<file path="src/rtl/conv_gemm.sv">
// conv_gemm: dot product of im2col rows against filter weights, one result per (filter, pixel).
// Latency: FILTER_NUM*((K+1) + P*(K+2)) cycles from the first LOAD_W cycle to DONE; reads have a fixed 1-cycle latency.
// Backpressure: none. The memory must accept one read and one write per cycle; start is honoured only in IDLE.
module conv_gemm #(
  parameter int IMG_W       = 8,
  parameter int IMG_H       = 8,
  parameter int DATA_WIDTH  = 8,
  parameter int ADDR_WIDTH  = 32,
  parameter int ACC_WIDTH   = 32,
  parameter int FILTER_SIZE = 3,
  parameter int FILTER_NUM  = 2,
  parameter logic [ADDR_WIDTH-1:0] IM2COL_BASE = 'h2000,
  parameter logic [ADDR_WIDTH-1:0] WEIGHT_BASE = 'h4000,
  parameter logic [ADDR_WIDTH-1:0] OUT_BASE    = 'h6000
) (
  input  logic                  clk,
  input  logic                  rst_conv_n,
  input  logic                  start,
  input  logic [DATA_WIDTH-1:0] data_rd,
  output logic [ADDR_WIDTH-1:0] addr_rd,
  output logic [ADDR_WIDTH-1:0] addr_wr,
  output logic [ACC_WIDTH-1:0]  data_wr,
  output logic                  mem_wr_en,
  output logic                  busy,
  output logic                  conv_done
);

  localparam int K  = FILTER_SIZE * FILTER_SIZE;
  localparam int P  = IMG_W * IMG_H;
  localparam int KW = $clog2(K + 1);
  localparam int PW = $clog2(P + 1);
  localparam int FW = $clog2(FILTER_NUM + 1);

  typedef enum logic [2:0] {IDLE, LOAD_W, MAC, WRITE, DONE} state_t;

  state_t                state, state_nxt;
  logic [FW-1:0]         f, f_nxt;
  logic [PW-1:0]         p, p_nxt;
  logic [KW-1:0]         k, k_nxt;
  logic [ACC_WIDTH-1:0]  acc, acc_nxt;
  logic [DATA_WIDTH-1:0] wreg [K];

  // data_rd always belongs to the tap issued one cycle earlier, hence k-1
  logic [KW-1:0]                tap;
  logic signed [DATA_WIDTH-1:0] opnd_a, opnd_w;
  logic signed [2*DATA_WIDTH-1:0] prod;
  logic [ACC_WIDTH-1:0]         prod_ext;

  assign tap      = (k == '0) ? '0 : k - KW'(1);
  assign opnd_a   = data_rd;
  assign opnd_w   = wreg[tap];
  assign prod     = opnd_a * opnd_w;
  assign prod_ext = ACC_WIDTH'($signed(prod));

  function automatic logic [ADDR_WIDTH-1:0] addr_of(
    input logic [ADDR_WIDTH-1:0] base,
    input logic [ADDR_WIDTH-1:0] row,
    input logic [ADDR_WIDTH-1:0] stride,
    input logic [ADDR_WIDTH-1:0] col
  );
    return base + row * stride + col;
  endfunction

  // next-state, counter and accumulator logic
  always_comb begin
    state_nxt = state;
    f_nxt     = f;
    p_nxt     = p;
    k_nxt     = k;
    acc_nxt   = acc;
    case (state)
      IDLE: begin
        if (start) begin
          state_nxt = LOAD_W;
          f_nxt     = '0;
          p_nxt     = '0;
          k_nxt     = '0;
        end
      end
      LOAD_W: begin
        if (k == KW'(K)) begin
          state_nxt = MAC;
          p_nxt     = '0;
          k_nxt     = '0;
        end else begin
          k_nxt = k + KW'(1);
        end
      end
      MAC: begin
        if (k == KW'(1)) begin
          acc_nxt = prod_ext;
        end else if (k > KW'(1)) begin
          acc_nxt = acc + prod_ext;
        end
        if (k == KW'(K)) begin
          state_nxt = WRITE;
          k_nxt     = '0;
        end else begin
          k_nxt = k + KW'(1);
        end
      end
      WRITE: begin
        k_nxt = '0;
        if (p < PW'(P - 1)) begin
          state_nxt = MAC;
          p_nxt     = p + PW'(1);
        end else if (f < FW'(FILTER_NUM - 1)) begin
          state_nxt = LOAD_W;
          f_nxt     = f + FW'(1);
        end else begin
          state_nxt = DONE;
        end
      end
      DONE: begin
        state_nxt = IDLE;
      end
      default: begin
        state_nxt = IDLE;
      end
    endcase
  end

  // state, counters and accumulator
  always_ff @(posedge clk) begin
    if (!rst_conv_n) begin
      state <= IDLE;
      f     <= '0;
      p     <= '0;
      k     <= '0;
      acc   <= '0;
    end else begin
      state <= state_nxt;
      f     <= f_nxt;
      p     <= p_nxt;
      k     <= k_nxt;
      acc   <= acc_nxt;
    end
  end

  // capture the filter taps as they return during LOAD_W
  always_ff @(posedge clk) begin
    if (!rst_conv_n) begin
      for (int i = 0; i < K; i++) begin
        wreg[i] <= '0;
      end
    end else if (state == LOAD_W && k != '0) begin
      wreg[tap] <= data_rd;
    end
  end

  // outputs are registered from next-state values so they line up with the state they belong to
  always_ff @(posedge clk) begin
    if (!rst_conv_n) begin
      addr_rd   <= '0;
      addr_wr   <= '0;
      data_wr   <= '0;
      mem_wr_en <= 1'b0;
      busy      <= 1'b0;
      conv_done <= 1'b0;
    end else begin
      busy      <= (state_nxt != IDLE);
      conv_done <= (state_nxt == DONE);
      mem_wr_en <= (state_nxt == WRITE);
      if (state_nxt == WRITE) begin
        addr_wr <= addr_of(OUT_BASE, ADDR_WIDTH'(f_nxt), ADDR_WIDTH'(P), ADDR_WIDTH'(p_nxt));
        data_wr <= acc_nxt;
      end
      if (state_nxt == LOAD_W && k_nxt < KW'(K)) begin
        addr_rd <= addr_of(WEIGHT_BASE, ADDR_WIDTH'(f_nxt), ADDR_WIDTH'(K), ADDR_WIDTH'(k_nxt));
      end else if (state_nxt == MAC && k_nxt < KW'(K)) begin
        addr_rd <= addr_of(IM2COL_BASE, ADDR_WIDTH'(p_nxt), ADDR_WIDTH'(K), ADDR_WIDTH'(k_nxt));
      end
    end
  end

endmodule

</file>
<file path="config.mk">
export PLATFORM = sky130hd
export DESIGN_NAME = conv_gemm
export DESIGN_NICKNAME = d
export VERILOG_FILES = /design/src/rtl/conv_gemm.sv
export SDC_FILE = /design/constraint.sdc
export NUM_CORES = 1
export LEC_CHECK = 0
export CELL_PAD_IN_SITES_DETAIL_PLACEMENT = 2
export CELL_PAD_IN_SITES_GLOBAL_PLACEMENT = 2
export CORE_MARGIN = 5
export CORE_UTILIZATION = 38
export CTS_CLUSTER_SIZE = 16
export DETAILED_ROUTE_END_ITERATION = 10
export PLACE_DENSITY_LB_ADDON = 0.2
export SLEW_MARGIN = 20
export SYNTH_ARGS = -nofsm -noshare
export SYNTH_HDL_FRONTEND = slang
export SYNTH_SLANG_ARGS = --single-unit
</file>
<file path="constraint.sdc">
create_clock -name clk -period 11.5 [get_ports clk]
set_input_delay 1.725 -clock clk [delete_from_list [all_inputs] [get_ports clk]]
set_output_delay 1.725 -clock clk [all_outputs]
set_load 0.03 [all_outputs]
</file>
==> flow_summary.json <==
{
  "status": "complete, no violations",
  "ys_seq_area_share_pct": 39.5,
  "die_y_um": 209,
  "reg2reg_depth": 33,
  "std_cell_rows": 73,
  "routed_wl_um": 50700,
  "r2r_end": "acc[31]",
  "rsz0062_at_grt": "no",
  "finalNetCount": 1787,
  "synthMostInstantiatedCell": "and2_1",
  "clockBufferDepth": 3,
  "antenna_found_initial": 2,
  "fmax_ghz": 0.0931,
  "cts.sinks": 234,
  "avgSynthCellArea_um2": 9.67,
  "postCtsHoldBufs": 0,
  "cts_setup_buffers": 0,
  "r2r_start": "k[0]",
  "slew_viol_final": 0,
  "fin_crit_ns": 10.74,
  "ys_warn_count": 0,
  "grt_start_max_net_pins": 75,
  "hold_path_class": "flop to flop",
  "dieArea_um2": 43900,
  "first_global_vias": 13500,
  "netlist-cell-type-count": 75,
  "clock_latency_ns": 0.59,
  "cap_violations": 0,
  "fin_crit_sh_pct": 93.4,
  "dp_hpwl_um": 35500,
  "hold_start": "data_wr[4]",
  "cts_resized": 0,
  "remaining_drc_errors": 0,
  "finalSetupViolCount": 0,
  "synth_top_area_share_pct": 25.4,
  "max_slew_margin_pct": 27.8,
  "grt_pass1_wl_um": 78700,
  "coreArea_um2": 39500,
  "ys_dominant_reg_cell": "edfxtp_1",
  "place_congestion": 0.843,
  "hold_violations": 0,
  "initial_core_util_pct": 38.2,
  "syn_inst": 1564,
  "cp_top_family": "compound AO/OA/AOI/OAI gates",
  "syn_area_um2": 15100,
  "ys_top_cells_by_area": "edfxtp_1 (25%), dfxtp_1 (14%), ha_1 (7.9%)",
  "io_pins": 110,
  "tritoncts": "built",
  "r2r_setup_slack_ns": 0.76,
  "syn2layout_area_growth_pct": 14.3,
  "wire_per_inst_um": 23.4,
  "slowest_stage": "o21ai_1",
  "clk_pin_slew_ns": 0.06,
  "cp.arrival_ns": 11.18,
  "fin_tns_setup_ns": 0,
  "cp-start-kind": "flop",
  "path_max_fanout": 13,
  "cts_root_buf": "clkbuf_16",
  "diodes": 0,
  "grt_usage_pct": 22.6,
  "vias_per_cell": 5.55,
  "clock_skew_ns": 0.0317,
  "required_ns": 11.94,
  "globalRouteOverflowTotal": 0,
  "worst_pin_slew_ns": 1.08,
  "async_reset_ff_share_pct": 0,
  "synthTopCellsByCount": "and2_1 (146), o21ai_0 (130), edfxtp_1 (128), nor2_1 (112), dfxtp_1 (106)",
  "cp_num_buf_inv": 5,
  "drtPass1Iterations": 5,
  "ant_nets": 0,
  "die_x_um": 209,
  "critPathKind": "flop to flop",
  "drt_iter0_drc": 458,
  "timing.critical_path.to_type": "flop",
  "via_count": 12000,
  "hold_depth": 2,
  "max_stage_delay_ns": 0.69,
  "yosysTopAreaCell": "edfxtp_1",
  "startpoint": "k[0]",
  "htree_levels": 1,
  "min_to": "data_wr[4]",
  "io_buffers": 69,
  "synth_edf_count": 128,
  "drive_gt1_share_pct": 6.63,
  "cts_inserted_buffers": 29,
  "synth-seq-cells": 234
}
flip-flops by register name (all words and copies together), names as in the netlist, 2 cells and up:
signal / cells
addr_rd: 13
data_wr: 32
addr_wr: 10
state: 3
k: 4
acc: 32
wreg: 128
f: 2
p: 7
worst max-delay path by stage:
stage               cells past startpoint  slack [ns]          end
finish                                 33        0.76      acc[31]
global route                           33        0.06      acc[31]
CTS                                    31        0.67      acc[31]
detailed placement                     31        0.77      acc[31]
global placement                       31        1.14  data_wr[29]
floorplan                              33        2.86      acc[31]
worst register-to-register path, delay by kind of cell, from the launching register on:
kind                     cells  cell delay (ns)
adder cells (fa/ha/maj)      7             3.26
AND/OR/NAND/NOR              5             1.74
AO/OA/AOI/OAI               15             4.05
XOR/XNOR                     1             0.22
buffers and inverters        5             0.68
flip-flops                   1             0.66
layout by cell type (no fill, tap or decap), drive strengths merged, types with 67 or more instances in the layout:
master and instances:
clkdlybuf4s50 67, nand2 90, and2 146, edfxtp 128, nor2 114, dfxtp 106, a21oi 99, ha 95
o21ai 135, inv 106
metal layers:
metal | vias up | routed length (µm) | GRT usage, % | share of wire, %
li1 | 5597 | - | - | -
met1 | 6131 | 21700 | 27.6 | 43
met2 | 220 | 25300 | 40.4 | 50
met3 | 78 | 2190 | 4.68 | 4.3
met4 | 4 | 1520 | 6.23 | 3.0
met5 | - | 21 | 0 | 0.041
cell type report:
cell class | count | area [µm²]
inverter | 103 | 387
clock buffer | 35 | 788
timing repair buffer | 98 | 898
sequential | 234 | 5970
clock inverter | 18 | 234
tap | 525 | 657
fill | 4302 | 22300
multi-input combinational | 1156 | 8350
cells by family (layout without fill, tap and decap cells):
logic type	Yosys count	after routing	share of synthesized area, %
buf+inv	214	254	6.50
xor+xnor	48	48	2.83
mux	39	39	2.65
fa+ha+maj	154	154	15.7
compound gates	407	407	17.0
simple gates	467	468	15.9
other cells	1	40	0.0248
flops	234	234	39.5
per-stage QoR:
step	util, %	cell area, µm²	setup WS (ns)	cells	hold WS, ns
2_1_floorplan	-	15300	2.86	1603	0.453
6_report	43.7	17300	0.760	2169	0.460
3_5_place_dp	41.1	16200	0.772	2112	0.454
5_1_grt	43.7	17300	0.0568	2169	0.485
3_3_place_gp	41.0	16200	1.14	2112	0.442
4_1_cts	43.6	17300	0.674	2165	0.466
Power is not shown: default switching activity piles up to over one toggle a cycle in this logic, so the estimate is an artifact.
